--- src/rtl/alu_unit_pkg.sv ---
// rtl/alu_unit_pkg.sv - opcode, funct3 and width constants shared by the ALU stage
package alu_unit_pkg;

    localparam int ROB_W = 5;

    localparam logic [6:0] OP_R = 7'b0110011;
    localparam logic [6:0] OP_I = 7'b0010011;
    localparam logic [6:0] OP_B = 7'b1100011;

    localparam logic [2:0] F3_ADD  = 3'b000;
    localparam logic [2:0] F3_SLL  = 3'b001;
    localparam logic [2:0] F3_SLT  = 3'b010;
    localparam logic [2:0] F3_SLTU = 3'b011;
    localparam logic [2:0] F3_XOR  = 3'b100;
    localparam logic [2:0] F3_SR   = 3'b101;
    localparam logic [2:0] F3_OR   = 3'b110;
    localparam logic [2:0] F3_AND  = 3'b111;

    localparam logic [2:0] F3_BEQ  = 3'b000;
    localparam logic [2:0] F3_BNE  = 3'b001;
    localparam logic [2:0] F3_BLT  = 3'b100;
    localparam logic [2:0] F3_BGE  = 3'b101;
    localparam logic [2:0] F3_BLTU = 3'b110;
    localparam logic [2:0] F3_BGEU = 3'b111;

endpackage

--- src/rtl/alu_core.sv ---
// rtl/alu_core.sv - combinational integer/branch compute for one issued instruction
module alu_core
    import alu_unit_pkg::*;
(
    input  logic [6:0]  instr_type,
    input  logic [3:0]  op,
    input  logic [31:0] v1,
    input  logic [31:0] v2,
    output logic [31:0] value
);

    logic [2:0]  funct3;
    logic [4:0]  shamt;
    logic        alt;
    logic        is_r;
    logic        taken;
    logic [31:0] arith;

    assign funct3 = op[2:0];
    assign shamt  = v2[4:0];
    assign alt    = op[3];
    assign is_r   = (instr_type == OP_R);

    always_comb begin
        arith = 32'd0;
        case (funct3)
            F3_ADD:  arith = (is_r && alt) ? (v1 - v2) : (v1 + v2);
            F3_SLL:  arith = v1 << shamt;
            F3_SLT:  arith = {31'd0, $signed(v1) < $signed(v2)};
            F3_SLTU: arith = {31'd0, v1 < v2};
            F3_XOR:  arith = v1 ^ v2;
            // op[3] selects arithmetic shift for both R and I forms
            F3_SR:   arith = alt ? 32'($signed(v1) >>> shamt) : (v1 >> shamt);
            F3_OR:   arith = v1 | v2;
            F3_AND:  arith = v1 & v2;
            default: arith = 32'd0;
        endcase
    end

    always_comb begin
        taken = 1'b0;
        case (funct3)
            F3_BEQ:  taken = (v1 == v2);
            F3_BNE:  taken = (v1 != v2);
            F3_BLT:  taken = ($signed(v1) < $signed(v2));
            F3_BGE:  taken = ($signed(v1) >= $signed(v2));
            F3_BLTU: taken = (v1 < v2);
            F3_BGEU: taken = (v1 >= v2);
            default: taken = 1'b0;
        endcase
    end

    always_comb begin
        value = v1 + v2;
        if (instr_type == OP_R || instr_type == OP_I) begin
            value = arith;
        end else if (instr_type == OP_B) begin
            value = {31'd0, taken};
        end
    end

endmodule

--- src/rtl/alu_unit.sv ---
// rtl/alu_unit.sv - ALU execution stage with result FIFO feeding the CDB
module alu_unit
    import alu_unit_pkg::*;
#(
    parameter int DEPTH = 4,
    parameter int ROB_W = alu_unit_pkg::ROB_W
) (
    input  logic             clk_in,
    input  logic             rst_in,
    input  logic             rdy_in,
    input  logic             _clear,
    input  logic             _alu_ready,
    input  logic [ROB_W-1:0] _alu_rob_id,
    input  logic [6:0]       _alu_type,
    input  logic [3:0]       _alu_op,
    input  logic [31:0]      _alu_v1,
    input  logic [31:0]      _alu_v2,
    output logic             _alu_full,
    input  logic             _cdb_grant,
    output logic             _cdb_ready,
    output logic [ROB_W-1:0] _cdb_rob_id,
    output logic [31:0]      _cdb_value,
    output logic             _alu_overflow
);

    localparam int PTR_W = (DEPTH > 1) ? $clog2(DEPTH) : 1;
    localparam int CNT_W = $clog2(DEPTH + 1);

    logic [31:0]      core_value;
    logic [ROB_W-1:0] rob_mem [DEPTH];
    logic [31:0]      val_mem [DEPTH];
    logic [PTR_W-1:0] head;
    logic [PTR_W-1:0] tail;
    logic [CNT_W-1:0] count;
    logic             overflow;
    logic             full;
    logic             empty;
    logic             active;
    logic             push;
    logic             pop;

    alu_core u_core (
        .instr_type (_alu_type),
        .op         (_alu_op),
        .v1         (_alu_v1),
        .v2         (_alu_v2),
        .value      (core_value)
    );

    assign full   = (count == CNT_W'(DEPTH));
    assign empty  = (count == '0);
    assign active = rdy_in && !_clear;
    assign push   = active && _alu_ready && !full;
    assign pop    = active && _cdb_grant && !empty;

    // Flush wins over pause so a mispredict empties the queue even while frozen
    always_ff @(posedge clk_in or negedge rst_in) begin
        if (!rst_in) begin
            head     <= '0;
            tail     <= '0;
            count    <= '0;
            overflow <= 1'b0;
        end else if (_clear) begin
            head  <= '0;
            tail  <= '0;
            count <= '0;
        end else if (rdy_in) begin
            if (push) begin
                tail <= tail + PTR_W'(1);
            end
            if (pop) begin
                head <= head + PTR_W'(1);
            end
            if (push && !pop) begin
                count <= count + CNT_W'(1);
            end else if (pop && !push) begin
                count <= count - CNT_W'(1);
            end
            if (_alu_ready && full) begin
                overflow <= 1'b1;
            end
        end
    end

    always_ff @(posedge clk_in) begin
        if (push) begin
            rob_mem[tail] <= _alu_rob_id;
            val_mem[tail] <= core_value;
        end
    end

    assign _alu_full     = full;
    assign _alu_overflow = overflow;
    assign _cdb_ready    = !empty;
    assign _cdb_rob_id   = empty ? '0 : rob_mem[head];
    assign _cdb_value    = empty ? 32'd0 : val_mem[head];

endmodule

--- config.mk ---
export PLATFORM = sky130hd
export DESIGN_NAME = alu_unit
export DESIGN_NICKNAME = d
export VERILOG_FILES = /design/src/rtl/alu_unit_pkg.sv /design/src/rtl/alu_core.sv /design/src/rtl/alu_unit.sv
export SDC_FILE = /design/constraint.sdc
export NUM_CORES = 1
export LEC_CHECK = 0
export ABC_AREA = 1
export BUFFER_PORTS_ARGS = -buffer_cell sky130_fd_sc_hd__buf_4
export CORE_ASPECT_RATIO = 1.1
export CORE_UTILIZATION = 50
export CTS_BUF_LIST = sky130_fd_sc_hd__clkbuf_16
export CTS_CLUSTER_SIZE = 12
export DETAILED_ROUTE_END_ITERATION = 12
export PLACE_DENSITY_LB_ADDON = 0.2
export SLEW_MARGIN = 30
export SYNTH_ARGS = -nofsm -noshare
export SYNTH_HDL_FRONTEND = slang
export SYNTH_SLANG_ARGS = --single-unit
export TNS_END_PERCENT = 10
--- constraint.sdc ---
create_clock -name clk_in -period 3.63 [get_ports clk_in]
set_input_delay 0.1815 -clock clk_in [delete_from_list [all_inputs] [get_ports clk_in]]
set_output_delay 0.1815 -clock clk_in [all_outputs]
set_load 0.02 [all_outputs]
==> summary.md <==
| Metric | Value |
|---|---|
| Max-slew violations | 0 |
| Top Ports | 126 |
| Unrepaired setup endpoints after global routing | no |
| Worst hold endpoint | _alu_overflow |
| Critical path's slowest cell | buf_4 |
| CTS H-tree depth | 4 |
| Status | completed |
| Sink Count | about 160 |
| Clk slew on worst S/H paths | 60 ps |
| Nature of the critical path endpoint | flip-flop |
| Hold Path Cell Cnt | 3 |
| Slew HR | about 32% |
| Post-CTS setup buffers | 0 |
| Initial antenna violation count | 2 |
| DP HPWL | about 52000 um |
| Finished Layout Cells | 3029 |
| Hold_ws | 56.3 ps |
| All-Layer GR Usage | 40.1% |
| Layout cells sized above 1 | 8.63% |
| Clk Latency, worst-skew pair | 420 ps |
| Reg2reg start | count[2] |
| CP required | 3760 ps |
| Final setup fails | 0 |
| Worst path max stage delay | between 300 and 400 ps |
| Pwr dens | about 380 nW/um^2 |
| CP Class | input pin to flip-flop |
| Delay-heaviest family, CP | simple AND/OR/NAND/NOR gates |
| Via count | 18500 |
| Peak supply drop | 0.000383 V |
| HP Class | input pin to flip-flop |
| Die area | 33100 sq um |
| Max FO, Critical Path | 60 |
| CP bufs+invs | 3 |
| Core Area | 31700 sq um |
| FFs w/ async S/R, synth | 5.13% |
| First-pass GRT wire length | ~100000 um |
| Max_cap viols | 0 |
| Vias/cell | 6.10 |
| Syn_nets | between 2000 and 3000 |
| Routed wire length | 67300 um |
| Initial Util | 51.1% |
| R2R cell count | 9 |
| Reg2Reg Setup Slack | 1200 ps |
| Critical path arrival | 2800 ps |
| PortBufs | 125 |
| Reg2reg end | count[2] |
| Clk_skew | roughly 8.5 ps |
| CP dominant cell by count | nand2_1 |
| Final nets | 2785 |
| Antenna Nets Post-Route | 0 |
| Metal3 WL | 5470 um |
| GPL Wtd Cong | 1.04 |
| Drt drc | 0 |
| Mapped Area | 16200 sq um |
| Sequential area share after synthesis | 28.7% |
| Ys flop type | edfxtp_1 |
| Die X | 174 um |
| Worst Tran Pin Value | 1020 ps |
| Final period util | 73.5% |
| CTS buffer count | 17 |
| DIE HEIGHT | around 190 um |
| Synthesis-to-layout area growth | 11.7% |
| First DRT Iteration DRCs | 2101 |
| Highest metal used | met4 |
| FF+latch count, synth | 156 |
| Largest net degree at the start of global routing | 76 |
| Synth Area per Inst | 6.38 sq um |
| Clk buf depth | 2 |
| Hold path start | _alu_ready |
| Drt wl/cell | 22.2 um |
| Synth Instances | around 2500 |
| F_max | around 370 MHz |
| Fin. Hold Viols | 0 |
| Min cycle time layout | 2670 ps |
| Drt pass-1 iters | 5 |
| Leakage | between 8 and 9 nW |
| Vias in the first global route | 17600 |
| Synth cell types | 50 |
| Routed wl met2 | roughly 32000 um |
| TritonCTS clock tree | done |
| Placed Cells | about 3000 |
| Yosys warns | 0 |
| Total grt overflow | 0 |
| Root Buffer | clkbuf_16 |
| Post-synth EDFFs | 148 |
| Nature of the critical path startpoint | input pin |
| Final setup TNS | 0 ps |
| Site Rows | 68 |
| Cell chain of the critical path | buf_4, inv_2, buf_12, ha_1, a21oi_1, nand2_1, nand3_1, nand3_1, nand2_1, nand3_1, nand2_1, nand3_1, nand3_1, nand2_1, nand2_1, nand2_1 |
| M1 wire length | 25300 um |
==> worst max path at each step <==
stage                from        endpoint  cells after the start
2_1_floorplan    count[2]   rob_mem[0][0]                      5
3_3_place_gp   _alu_v2[1]  val_mem[1][27]                     16
3_5_place_dp   _alu_v2[1]  val_mem[0][27]                     16
4_1_cts        _alu_v2[1]  val_mem[0][27]                     16
5_1_grt        _alu_v2[3]  val_mem[0][28]                     15
6_report       _alu_v2[1]  val_mem[0][27]                     16
==> layout by cell type (no fill, tap or decap), types with 4 or more instances in the layout <==
master and instances:
o21bai_1 14, a31oi_1 5, o21ai_0 179, ha_1 101, nand4_1 15, o21ai_1 21, mux2i_1 4, dlygate4sd3_1 6
nor2_2 4, o22ai_1 15, or2_1 4, dfrtp_1 7, nor2_1 298, nand3b_1 4, edfxtp_1 148, buf_4 162
a211oi_1 6, xor2_1 20, inv_2 6, clkbuf_16 17, inv_8 4, nor3_1 17, o21a_1 18, o221ai_1 8
a221oi_1 8, inv_1 233, and2_1 5, clkinv_1 6, nand3_1 311, o2111ai_1 6, nand2_1 720, a21oi_1 169
o211ai_1 17, nor2_4 5, inv_6 5
==> metrics by stage <==
step / cell area (sq um) / utilization (%) / total power, mW / setup slack, ps
2_1_floorplan: 16200 / - / 3.98 / 637
3_3_place_gp: 17400 / 55.0 / 5.05 / 691
3_5_place_dp: 17400 / 55.0 / 5.09 / 645
4_1_cts: 18100 / 57.1 / 6.86 / 1090
5_1_grt: 18100 / 57.1 / 7.21 / 804
6_report: 18100 / 57.1 / 6.91 / 960
==> report_power, final <==
group | internal, mW | switching [mW] | total [mW]
Combinational | 0.942 | 2.06 | 3.00
Sequential | 2.11 | 0.0317 | 2.14
Clock | 1.04 | 0.731 | 1.77
Total | 4.09 | 2.82 | 6.91
==> flip-flops by register name, summed over array words and instances (netlist names) <==
signal and count:
_alu_overflow 1, count 3, head 2, rob_mem 20
tail 2, val_mem 128
==> cells in the mapped netlist, drive strengths merged (5+ instances only) <==
cell type | count | area share [%]
nand2 | 723 | 17
nand3 | 311 | 9.6
nor2 | 307 | 7.2
inv | 240 | 5.6
o21ai | 203 | 6.3
a21oi | 170 | 5.3
edfxtp | 148 | 27
ha | 101 | 7.8
buf | 75 | 2.5
clkbuf | 58 | 1.4
nor3 | 20 | 0.65
xor2 | 20 | 1.1
o21a | 18 | 0.83
o211ai | 17 | 0.79
nand4 | 15 | 0.58
o22ai | 15 | 0.58
o21bai | 14 | 0.65
a221oi | 8 | 0.43
dfrtp | 8 | 1.2
o221ai | 8 | 0.43
or2 | 7 | 0.27
a211oi | 6 | 0.28
o2111ai | 6 | 0.32
a31oi | 5 | 0.19
and2 | 5 | 0.19
==> tightest hold or removal path, cell delays in order <==
cell and delay, ps:
buf_4 110, nand2_1 60, o21bai_1 70
==> cells by family after synthesis <==
| group | share of synthesized area (%) |
|---|---|
| multiplexers | 0.247 |
| AND/OR/NAND/NOR | 35.7 |
| XOR/XNOR | 1.19 |
| flip-flops | 28.7 |
| adder cells (fa/ha/maj) | 8.18 |
| buffers and inverters | 9.47 |
| AO/OA/AOI/OAI | 16.5 |
==> layer usage <==
layer / GRT usage (%) / vias to the layer above
met5: 0 / -
met4: 24.6 / 0
met3: 4.72 / 217
met2: 70.0 / 1069
met1: 47.2 / 8607
li1: - / 8569
==> layout make-up <==
class                   count  area, sq um
diodes                      1         2.50
clock buffers              17          425
clock inverters            15          175
fillers                  3099        13600
inverters                 244          916
multi-input cells        2005        10100
flip-flops and latches    156         4650
well taps                 420          526
repair buffers            171         1340
==> repair_timing <==
action | in CTS | in global routing
hold buffers | 6 | 0
gates resized for setup | 0 | 0
hold endpoints to repair | 28 | 0
Power figures use the tool's default switching activity.
